**src/rtl/arb_mux_reg.sv**
```systemverilog
// arb_mux_reg: registered N-channel selector with valid/ready handshakes; ARB_MUX_RR_EN selects round-robin arbitration
module arb_mux_reg #(
  parameter int WIDTH = 5,
  parameter int N = 3,
  localparam int SELW = $clog2(N)
) (
  input  logic               i_clk,
  input  logic               i_rst_n,
  input  logic [N*WIDTH-1:0] i_data,
  input  logic [N-1:0]       i_valid,
  output logic [N-1:0]       o_ready,
  input  logic               i_mode,
  input  logic [SELW-1:0]    i_sel,
  output logic [WIDTH-1:0]   o_data,
  output logic [SELW-1:0]    o_src,
  output logic               o_valid,
  input  logic               i_ready
);
  logic [SELW-1:0] rr_ptr, gnt, cand;
  logic gnt_v, load_en, xfer;
  int idx;
  always_comb begin
    load_en = !o_valid || i_ready;
    cand = (32'(i_sel) >= N) ? '0 : i_sel;
    idx = 0;
    gnt = cand;
    gnt_v = i_mode && i_valid[cand];
    if (!i_mode)
      for (int j = 0; j < N; j++) begin
`ifdef ARB_MUX_RR_EN
        idx = int'(rr_ptr) + j;
        idx = (idx >= N) ? idx - N : idx;
`else
        idx = j;
`endif
        if (!gnt_v && i_valid[idx]) begin
          gnt = SELW'(idx);
          gnt_v = 1'b1;
        end
      end
    o_ready = '0;
    if (i_rst_n && load_en && gnt_v) o_ready[gnt] = 1'b1;
    xfer = |(i_valid & o_ready);
  end
  // rr_ptr advances in both builds; only the round-robin search reads it
  always_ff @(posedge i_clk or negedge i_rst_n)
    if (!i_rst_n) begin
      o_data <= '0;
      o_src <= '0;
      o_valid <= 1'b0;
      rr_ptr <= '0;
    end else if (xfer) begin
      o_data <= i_data[32'(gnt)*WIDTH +: WIDTH];
      o_src <= gnt;
      o_valid <= 1'b1;
      rr_ptr <= (32'(gnt) == N - 1) ? '0 : gnt + SELW'(1);
    end else if (i_ready)
      o_valid <= 1'b0;
endmodule

```
**config.mk**
```make
export PLATFORM = sky130hd
export DESIGN_NAME = arb_mux_reg
export DESIGN_NICKNAME = d
export VERILOG_FILES = /design/src/rtl/arb_mux_reg.sv
export SDC_FILE = /design/constraint.sdc
export NUM_CORES = 1
export LEC_CHECK = 0
export CORE_ASPECT_RATIO = 1.25
export CORE_UTILIZATION = 30
export CTS_CLUSTER_DIAMETER = 120
export DETAILED_ROUTE_END_ITERATION = 10
export PLACE_DENSITY_LB_ADDON = 0.08
export SLEW_MARGIN = 20
export SYNTH_ARGS = -nofsm -noshare
export SYNTH_HDL_FRONTEND = slang
export SYNTH_SLANG_ARGS = --single-unit
```
**constraint.sdc**
```tcl
create_clock -name i_clk -period 3.25 [get_ports i_clk]
set_input_delay 0.975 -clock i_clk [delete_from_list [all_inputs] [get_ports i_clk]]
set_output_delay 0.975 -clock i_clk [all_outputs]
set_load 0.005 [all_outputs]
```
==> results of run 1 <==
## repair_timing
item	4_1_cts	5_1_grt
setup endpoints to repair	3	0
gates resized for setup	16	0
hold endpoints to repair	0	0
hold buffers	0	0
buffers inserted	2	0
## area by class of cell
cell class	instances	area [um^2]	area share
inverters	1	3.75	0.00375
well taps	18	22.5	0.0225
multi-input cells	39	347	0.346
repair buffers	44	405	0.405
clock buffers	3	22.5	0.0225
flip-flops and latches	8	200	0.200
## cells in the mapped netlist (2+ instances only)
cell type	number
dfrtp_1	8
a21oi_1	5
a222oi_1	5
a31oi_1	5
nand2b_1	4
and3_1	3
nand2_1	3
a21o_1	2
nor2_1	2
## path summary, 6_finish.rpt
path	from	endpoint
max	i_sel[1]	o_ready[1]
max in group asynchronous	i_rst_n	o_data[3]$_DFFE_PN0P_
max reg2reg	o_valid$_DFFE_PN0P_	o_src[1]$_DFFE_PN0P_
min	o_src[0]$_DFFE_PN0P_	o_src[0]$_DFFE_PN0P_
min in group asynchronous	i_rst_n	o_src[0]$_DFFE_PN0P_
min reg2reg	o_src[0]$_DFFE_PN0P_	o_src[0]$_DFFE_PN0P_
## power by group
group / switching (uW) / total, uW / leakage [uW] / internal (uW)
registers: 11.7 / 133 / 0.0000939 / 121
clock network: 31.2 / 73.3 / 0.0000138 / 42.1
logic: 56.1 / 161 / 0.000351 / 105
total: 99.1 / 367 / 0.000459 / 268
## critical path, delay by kind of cell
family	cells	cell delay [ns]
multiplexers	1	0.34
AND/OR/NAND/NOR	1	0.16
buffers and inverters	2	0.54
AO/OA/AOI/OAI	1	0.18
## through the flow
| stage | std cells | hold slack (ns) | power, uW | utilization |
|---|---|---|---|---|
| floorplan | 50 | 0.474 | 191 | - |
| global placement | 108 | 0.474 | 289 | 0.581 |
| detailed placement | 108 | 0.469 | 290 | 0.581 |
| CTS | 113 | 0.480 | 374 | 0.625 |
| global route | 113 | 0.487 | 393 | 0.625 |
| finish | 113 | 0.474 | 367 | 0.625 |
## routing by layer
layer  part of all wire  vias to the layer above
met5                  0                        -
met4                  0                        0
met3              0.094                        0
met2               0.48                       34
met1               0.42                      276
li1                   -                      298
## sequential cells by signal, indices dropped and copies added, names as in the netlist
name,cells
o_data,5
o_valid,1
o_src,2
## cell families (layout without fill, tap and decap cells)
family                 after synthesis  after routing  synth area share
AO/OA/AOI/OAI                       24             24             0.401
AND/OR/NAND/NOR                     13             13             0.131
flip-flops                           8              8             0.382
buffers and inverters                3             48            0.0382
multiplexers                         2              2            0.0477
==> flow_summary.json, run 1 <==
{
  "use_met2": 0.278,
  "crit_type": "in2out",
  "min_period_ns": 3.18,
  "finalHoldViolations": 0,
  "die_w_um": 39.4,
  "vias_per_cell": 5.38,
  "ant_nets": 0,
  "max_slew_margin": 0.742,
  "synth_area_um2": 524,
  "worstPathCellList": "clkdlybuf4s15_1, mux2_4, a2bb2oi_4, and3_4, dlygate4sd2_1",
  "rsz0062_at_grt": "no",
  "grt_antenna_before_repair": 0,
  "crit_path_top_delay_cell": "mux2_4",
  "reg2reg_setup_slack_ns": 1.83,
  "cts_max_level": 1,
  "drt-total-wl_um": 1470,
  "synth_enable_flop_cells": 0,
  "yosys_warnings": 0,
  "hold_path.class": "reg2reg",
  "fmax_ghz": 0.315,
  "hold_depth": 1,
  "slowest_delay_ns": 0.34,
  "synth_area_per_cell_um2": 10.5,
  "placed_area_um2": 931,
  "ys_seq_elements": 8,
  "synth_nets": 74,
  "first_global_vias": 597,
  "netlist_top_cells_area": "dfrtp_1 (38%), a222oi_1 (9.5%), a31oi_1 (6.0%)",
  "fin_crit_sh": 0.977,
  "cts_num_sinks": 8,
  "setup_viol": 0,
  "use_met3": 0.0688,
  "tritoncts": "yes",
  "powerDensity_mw_per_mm2": 367,
  "post-place-ws_ns": -0.371,
  "finalClockSkew_ns": 0.000813,
  "drv_cap": 0,
  "route.detailed.drc": 0,
  "cts_buffers": 3,
  "cp-end-kind": "output port",
  "synth_seq_area_share": 0.382,
  "syn_inst": 50,
  "ff2ff_path_depth": 7,
  "dieArea_mm2": 0.00192,
  "grt_busiest_layer": "met2",
  "timing.setup.tns_ns": 0,
  "place_congestion": 0.613,
  "die_h_um": 48.7,
  "vdd_ir_drop_max_mv": 0.318,
  "ys_async_sr_fraction": 1.00,
  "grt_pass1_wl_um": 2290,
  "cts_max_path_buffers": 2,
  "worstMarginPinSlew_ns": 0.388,
  "ys.flop_type": "dfrtp_1",
  "fp.coreArea_mm2": 0.00160,
  "clk_pin_slew_ns": 0.05,
  "port_buffers": 34,
  "place_hpwl_um": 1100,
  "path_max_fanout": 4,
  "clockRootBuffer": "clkbuf_4",
  "insertion_delay_ns": 0.25,
  "finalInstanceArea_mm2": 0.00100,
  "io_pins": 35,
  "setup_ws_ns": 0.0737,
  "grt_max_degree": 12,
  "num_vias": 608,
  "dr.pass1.iters": 4,
  "diodes": 0,
  "grt_overflow": 0,
  "area_growth_syn_to_layout_pct": 90.9,
  "nNetsFinal": 121,
  "layout_common_cells": "clkdlybuf4s50_1 (25), buf_4 (10), dlygate4sd2_1 (8), dfrtp_1 (8)",
  "drt-initial-drc-count": 16,
  "final_common_cell": "clkdlybuf4s50_1",
  "yosys.area.top_type": "dfrtp_1",
  "drive_gt1_frac": 0.242,
  "p_leak_uw": 0.000459,
  "initial_core_util": 0.327,
  "grt.met1_usage": 0.197,
  "nFillCells": 153,
  "cp.arrival_ns": 2.20,
  "yosysTopAreaCellShare": 0.382,
  "drv_slew": 0,
  "synth.distinct_cells": 22,
  "gr-usage-all-layers": 0.171,
  "avgRoutedWirePerCell_um": 13.0,
  "outcome": "finished clean",
  "start_kind": "input port",
  "core.rowCount": 16,
  "required_ns": 2.27
}
No activity file was read; power rests on OpenSTA's default activity.
==> inputs of run 2 (changes only) <==
CTS_CLUSTER_SIZE = 14   (was not set)
clock period = 3 ns   (was 3.25 ns; I/O delays follow)
==> run 2 against run 1 <==
  * Final cell count is the same
  * Count of clock-buffer cells in the layout unchanged
  * Sequential power is 8% higher
  * Clock power is 8.3% higher
  * Clock skew hardly changed
  * Hold slack barely moved
  * First-iteration DRC count unchanged
  * Non-clock buffer count is the same
  * Setup slack better by 0.049 ns
  * Die area did not move
  * Register-to-register slack lost 0.25 ns
  * Critical path type unchanged
  * Largest cell class unchanged
  * Highest routed layer unchanged
==> flow_summary.json, run 2 (synthesized netlist as in run 1, its figures left out) <==
{
  "port_buffers": 34,
  "cp.arrival_ns": 1.98,
  "powerDensity_mw_per_mm2": 401,
  "hold_path.class": "reg2reg",
  "setup_viol": 0,
  "layout_common_cells": "clkdlybuf4s50_1 (25), buf_4 (10), dfrtp_1 (8)",
  "min_period_ns": 2.88,
  "p_leak_uw": 0.000448,
  "area_growth_syn_to_layout_pct": 88.8,
  "io_pins": 35,
  "final_util": 0.618,
  "finalHoldViolations": 0,
  "top_regs": "o_data x5, o_src x2, o_valid x1",
  "worstMarginPinSlew_ns": 0.388,
  "finalInstanceArea_um2": 990,
  "core.rowCount": 16,
  "die_h_um": 48.7,
  "hold_depth": 1,
  "nNetsFinal": 121,
  "placed_cells": 108,
  "cts_buffers": 3,
  "largest_reg_flops": 5,
  "initial_core_util": 0.327,
  "grt_overflow": 0,
  "fp.coreArea_mm2": 0.00160,
  "path_max_fanout": 4,
  "tritoncts": "yes",
  "finalNonFillerCells": 113,
  "cts_max_path_buffers": 2,
  "place_hpwl_um": 1100,
  "post-place-ws_ns": -0.471,
  "drive_gt1_frac": 0.305,
  "avgRoutedWirePerCell_um": 13.0,
  "finalClockSkew_ns": 0.000825,
  "cp-end-kind": "output port",
  "first_global_vias": 597,
  "clk_pin_slew_ns": 0.05,
  "ant_nets": 0,
  "drt-total-wl_um": 1470,
  "dieArea_mm2": 0.00192,
  "ff2ff_path_depth": 7,
  "cts_max_level": 1,
  "dr.pass1.iters": 4,
  "whs_ns": 0.475,
  "r2r-start": "o_valid$_DFFE_PN0P_",
  "required_ns": 2.10,
  "final_common_cell": "clkdlybuf4s50_1",
  "fin_crit_sh": 0.959,
  "regMostFlops": "o_data",
  "crit_type": "in2out",
  "outcome": "finished clean",
  "grt_max_degree": 12,
  "cp-startpoint": "i_ready",
  "diodes": 0,
  "placed_area_um2": 931,
  "fmax_ghz": 0.348,
  "grt_antenna_before_repair": 0,
  "vias_per_cell": 5.39,
  "drv_cap": 0,
  "gr-usage-all-layers": 0.171,
  "vdd_ir_drop_max_mv": 0.345,
  "drt-initial-drc-count": 16,
  "rsz0062_at_grt": "no",
  "drv_slew": 0,
  "cts_num_sinks": 8,
  "max_slew_margin": 0.742,
  "insertion_delay_ns": 0.25,
  "place_congestion": 0.613,
  "start_kind": "input port",
  "clockRootBuffer": "clkbuf_4",
  "min_from": "o_src[0]$_DFFE_PN0P_",
  "die_w_um": 39.4,
  "route.detailed.drc": 0,
  "grt_pass1_wl_um": 2290,
  "num_vias": 609,
  "setup_ws_ns": 0.123
}
[run 2: cell types whose count changed in the layout (fill, tap and decap cells not counted)]
cell	before	now
clkbuf_2	0	4
clkdlybuf4s15_1	1	0
clkdlybuf4s15_2	0	2
dlygate4sd2_1	8	3
[run 2: stage by stage]
stage | setup TNS, ns | power (uW)
after CTS | 0 | 406
after detailed placement | -1.38 | 314
final | 0 | 397
after global placement | -1.37 | 314
after floorplan | 0 | 207
after global routing | 0 | 425
[run 2: path summary, 6_finish.rpt]
check	slack, ns	end
max in group asynchronous	1.88	o_data[3]$_DFFE_PN0P_
max reg2reg	1.58	o_src[1]$_DFFE_PN0P_
min reg2reg	0.47	o_src[0]$_DFFE_PN0P_
max	0.12	o_ready[1]
min	0.47	o_src[0]$_DFFE_PN0P_
min in group asynchronous	0.99	o_src[0]$_DFFE_PN0P_
[run 2: worst max-delay path: stages]
cell             delay (ns)
clkdlybuf4s50_1        0.46
nand2b_4               0.12
o311a_4                0.20
and3_4                 0.18
clkbuf_2               0.11
[run 2: repair_timing]
item,CTS,global route
endpoints found under the setup margin,3,3
pin swaps,1,0
hold buffers,0,0
gates resized for setup,20,7
buffers inserted,2,0
[run 2: where the power goes]
group / internal (uW) / switching, uW
clock network: 45.6 / 33.8
registers: 131 / 12.8
logic: 113 / 60.8
total: 290 / 107
[run 2: area by class of cell]
type                            count  area (um^2)
Clock buffer                        3         22.5
Fill cell                         156          612
Inverter                            1         3.75
Multi-Input combinational cell     39          347
Sequential cell                     8          200
Tap cell                           18         22.5
Timing Repair Buffer               44          394
[run 2: layer usage]
layer,vias to the layer above,GRT usage,share of wire
met5,-,0,0
met4,0,0.0517,0
met3,0,0.0688,0.095
met2,34,0.278,0.49
met1,277,0.197,0.42
li1,298,-,-
==> RTL edit 1: new RTL, settings of run 2 <==
`WIDTH`: 5 -> 10.
--- a/src/rtl/arb_mux_reg.sv
+++ b/src/rtl/arb_mux_reg.sv
@@ -1,6 +1,6 @@
 // arb_mux_reg: registered N-channel selector with valid/ready handshakes; ARB_MUX_RR_EN selects round-robin arbitration
 module arb_mux_reg #(
-  parameter int WIDTH = 5,
+  parameter int WIDTH = 10,
   parameter int N = 3,
   localparam int SELW = $clog2(N)
 ) (
Ports: changed (resized i_data and o_data); port bits go from 35 to 55. No check against the original RTL was run, so the function may have changed too.
==> RTL edit 1 against run 2 <==
Count of clock-buffer cells in the layout rose by 1. Routed wire length rose by 71%. Total power rose by 54%. Sequential cell count rose by 5. Sequential share of layout area rose by 2.4 points. Cell area rose by 45%. Maximum frequency barely moved. Area after synthesis rose by 43%. Worst setup slack improved by 0.0024 ns.
==> RTL edit 1: results (changes against run 2) <==
| Metric | Value |
|---|---|
| Outcome | completed |
| Share of cells above drive strength 1 | 21.6% (-8.9 points) |
| Post-DP Area | 1380 sq um (+49%) |
| Placed instance count | 166 (+54%) |
| Fillers | 209 (+34%) |
| Final wirelength | 2510 microns (+71%) |
| Core area | 2280 sq um (+42%) |
| DR WL met3 | 205 microns (+47%) |
| Cell-internal power | 436 uW (+51%) |
| Clk sink count | 13 (+5) |
| Dpl hpwl | 1890 microns (+71%) |
| Vias in the first global route | 868 (+45%) |
| P_seq | 238 uW (+65%) |
| Routed met2 length | 1310 microns (+84%) |
| Largest net degree at the start of global routing | 14 (+2) |
| Synth top area cells | dfrtp_1, a21oi_1, a222oi_1, nand2b_1, and3_1 |
| # clk buffers | 4 (+1) |
| Wire length per cell | 14.7 microns (+13%) |
| M1 WL | 948 microns (+54%) |
| Setup WS pre-CTS | -0.538 ns (-0.0663 ns) |
| FF+latch area | 325 sq um (+63%) |
| Buffer count from post-CTS setup fixing | 0 (-2) |
| Peak VDD IR | 341 uV (-1.2%) |
| Syn_nets | 114 (+54%) |
| RD Place Congestion | 0.804 (+31%) |
| Syn avg cell area | 9.98 sq um (-4.9%) |
| Highest Signal Layer | met4 |
| Commonest cells post-synth | a21oi_1, dfrtp_1, a222oi_1 |
| Min Hold Slack | 0.482 ns (+0.00677 ns) |
| IO Port Bufs | 54 (+59%) |
| Initial drt markers | 40 (+24) |
| Total GRT Usage | 19.9% (+2.8 points) |
| Rel. slew slack | 75.3% (+1.2 points) |
| CTS clk-pin slew, worst paths | 0.09 ns (+0.04 ns) |
| Footprint of the multi-input gates | 439 sq um (+27%) |
| Bufs w/o clock | 66 (+50%) |
## RTL edit 1: cell types whose count changed in the layout (fill, tap and decap cells not counted), sizes merged
| cell | before | now |
|---|---|---|
| clkbuf | 7 | 8 |
| clkdlybuf4s50 | 25 | 45 |
| dlygate4sd2 | 3 | 2 |
| a222oi | 5 | 10 |
| and2 | 0 | 1 |
| buf | 10 | 13 |
| dfrtp | 8 | 13 |
| a21oi | 5 | 20 |
| a31oi | 5 | 0 |
## RTL edit 1: metrics by stage
stage / total power [mW] / TNS [ns]
6_report: 0.613 / 0
5_1_grt: 0.648 / 0
4_1_cts: 0.618 / -0.0133
3_5_place_dp: 0.500 / -1.59
3_3_place_gp: 0.498 / -1.49
2_1_floorplan: 0.327 / 0
## RTL edit 1: per-layer routing
metal  global-route usage, %  up-vias
li1                        -      432
met1                    24.4      434
met2                    32.3       39
met3                    3.74        4
met4                    9.80        0
met5                       0        -
## RTL edit 1: worst paths after layout
check | from | endpoint | cells after the start
min in group asynchronous | i_rst_n | o_src[0]$_DFFE_PN0P_ | 2
worst max-delay path | i_ready | o_ready[2] | 5
worst min register to register | o_src[0]$_DFFE_PN0P_ | o_src[0]$_DFFE_PN0P_ | 1
worst min-delay path | o_src[0]$_DFFE_PN0P_ | o_src[0]$_DFFE_PN0P_ | 1
worst max register to register | o_valid$_DFFE_PN0P_ | o_data[6]$_DFFE_PN0P_ | 5
max in group asynchronous | i_rst_n | o_data[1]$_DFFE_PN0P_ | 2
## RTL edit 1: cell families after synthesis
logic type | share of synthesized area (%)
AO/OA/AOI/OAI | 38.1
multiplexers | 3.34
AND/OR/NAND/NOR | 10.0
buffers and inverters | 5.02
flip-flops | 43.5
==> RTL edit 2: new RTL, flow settings as in run 2 <==
Without the edit above. Add an input register stage for `i_mode`, without a reset; this delays it by one clock. The other inputs are not delayed to match.
--- a/src/rtl/arb_mux_reg.sv
+++ b/src/rtl/arb_mux_reg.sv
@@ -16,6 +16,13 @@
   output logic               o_valid,
   input  logic               i_ready
 );
+
+  logic i_mode_q;
+
+  always_ff @(posedge i_clk) begin
+    i_mode_q <= i_mode;
+  end
+
   logic [SELW-1:0] rr_ptr, gnt, cand;
   logic gnt_v, load_en, xfer;
   int idx;
@@ -24,8 +31,8 @@
     cand = (32'(i_sel) >= N) ? '0 : i_sel;
     idx = 0;
     gnt = cand;
-    gnt_v = i_mode && i_valid[cand];
-    if (!i_mode)
+    gnt_v = i_mode_q && i_valid[cand];
+    if (!i_mode_q)
       for (int j = 0; j < N; j++) begin
 `ifdef ARB_MUX_RR_EN
         idx = int'(rr_ptr) + j;
Check against the original RTL: not equivalent (a bounded check fails within 4 cycles, from zero or initial values and one cycle with i_rst_n low).
==> RTL edit 2 against run 2 <==
Combinational power is 13% higher. Non-clock buffer count is 7 higher. Global-route usage is 1.3 points higher. Cell area is 10% higher. Total power is 16% higher. Synthesized cell count is 2.0% lower. Routed wire length is 2.0% higher. Largest cell class unchanged. Sequential cell count is 1 higher. Worst setup slack worse by 0.077 ns. Area after synthesis is 4.1% higher. First-iteration DRC count is 56% higher.
==> RTL edit 2: results (changes against run 2) <==
| Metric | Value |
|---|---|
| Net Sw Frac | 27.4% (+0.40 points) |
| Post-DP Area | 987 sq um (+6.0%) |
| CP max FO | 3 (-1) |
| Outcome | completed |
| Initial drt markers | 25 (+9) |
| Vias in the first global route | 605 (+1.3%) |
| Final wirelength | 1500 microns (+2.0%) |
| Peak VDD IR | 229 uV (-34%) |
| First-pass GRT wire length | 2590 microns (+13%) |
| Top-area cell type share of the netlist area | 36.7% (-1.5 points) |
| Routed vias/inst | 4.81 (-11%) |
| Syn_nets | 73 (-1.4%) |
| Synth top area cells | dfrtp_1, mux2i_1, a222oi_1, inv_1, nand2b_1 |
| Largest net degree at the start of global routing | 9 (-3) |
| Sequential fraction of the synthesis area | 40.4% (+2.2 points) |
| Fillers | 152 (-2.6%) |
| Commonest cells post-synth | dfrtp_1, inv_1, mux2i_1 |
| Slowest cell on the critical path | mux2_4 |
| Pleak | 0.515 nW (+15%) |
| Share of cells above drive strength 1 | 34.0% (+3.5 points) |
| Worst path max stage delay | 0.33 ns (-0.13 ns) |
| Dpl hpwl | 1080 microns (-2.1%) |
| Post-synth ARST share | 88.9% (-11 points) |
| Worst slew pin tran | 0.310 ns (-0.0776 ns) |
| CP arrival | 2.05 ns (+0.07 ns) |
| Final #Nets | 128 (+5.8%) |
| Top flop regs | o_data: 5 flops, o_src: 2 flops |
| Total GRT Usage | 18.4% (+1.3 points) |
| Post-route cell area | 1090 sq um (+10%) |
-- RTL edit 2: changes by cell type in the layout (fill, tap and decap cells not counted), sizes merged, moves of 2 or more --
cell and change:
a21oi -4, a2bb2oi -2, a31oi -5, and2 +3, and3 -3, buf +9, inv +7, mux2 +2
mux2i +6, nand2 -3
-- RTL edit 2: what timing repair did --
item | CTS | global route
hold endpoints to repair | 0 | 0
setup buffers | 5 | 0
pin swaps | 4 | 1
hold buffers | 0 | 0
cloned | 0 | 0
resized for setup | 30 | 6
setup endpoints to repair | 3 | 3
-- RTL edit 2: cell type report --
cell class | instances | area share (%)
inverters | 8 | 2.76
flip-flops and latches | 9 | 20.2
multi-input cells | 31 | 29.9
repair buffers | 51 | 42.6
well taps | 18 | 2.07
clock buffers | 4 | 2.41
-- RTL edit 2: final timing paths --
| kind | slack (ns) | cells after the start | end | from |
|---|---|---|---|---|
| max in group asynchronous | 2.11 | 2 | o_data[3]$_DFFE_PN0P_ | i_rst_n |
| min in group asynchronous | 0.75 | 2 | o_valid$_DFFE_PN0P_ | i_rst_n |
| worst max register to register | 1.33 | 8 | o_src[0]$_DFFE_PN0P_ | o_valid$_DFFE_PN0P_ |
| worst max-delay path | 0.05 | 6 | o_ready[0] | i_sel[0] |
| worst min-delay path | 0.52 | 2 | o_data[2]$_DFFE_PN0P_ | o_data[2]$_DFFE_PN0P_ |
| worst min register to register | 0.52 | 2 | o_data[2]$_DFFE_PN0P_ | o_data[2]$_DFFE_PN0P_ |
-- RTL edit 2: per-stage QoR --
| step | power [mW] | cells | hold slack [ns] | worst slack, ns |
|---|---|---|---|---|
| after floorplan | 0.228 | 49 | 0.500 | 0.381 |
| after global placement | 0.344 | 112 | 0.487 | -0.612 |
| after detailed placement | 0.346 | 112 | 0.501 | -0.630 |
| after CTS | 0.464 | 121 | 0.521 | 0.00839 |
| after global routing | 0.491 | 121 | 0.541 | 0.00974 |
| final | 0.459 | 121 | 0.518 | 0.0459 |
-- RTL edit 2: power groups by stage --
stage	registers [mW]	logic, mW	clock network (mW)
2_1_floorplan	0.168	0.0596	0
3_3_place_gp	0.166	0.178	0
3_5_place_dp	0.167	0.179	0
4_1_cts	0.167	0.198	0.0998
5_1_grt	0.170	0.215	0.106
6_report	0.166	0.196	0.0969
-- RTL edit 2: cells by family after synthesis --
family / share of synthesized area, %
mux: 19.7
buf+inv: 7.57
flops: 40.4
simple gates: 8.71
compound gates: 23.6
-- RTL edit 2: routing by layer --
metal	up-vias	global-route usage [%]	share of wire [%]
met5	-	0	0
met4	0	6.90	0
met3	0	2.70	7.2
met2	29	30.1	50
met1	262	23.1	42
li1	291	-	-
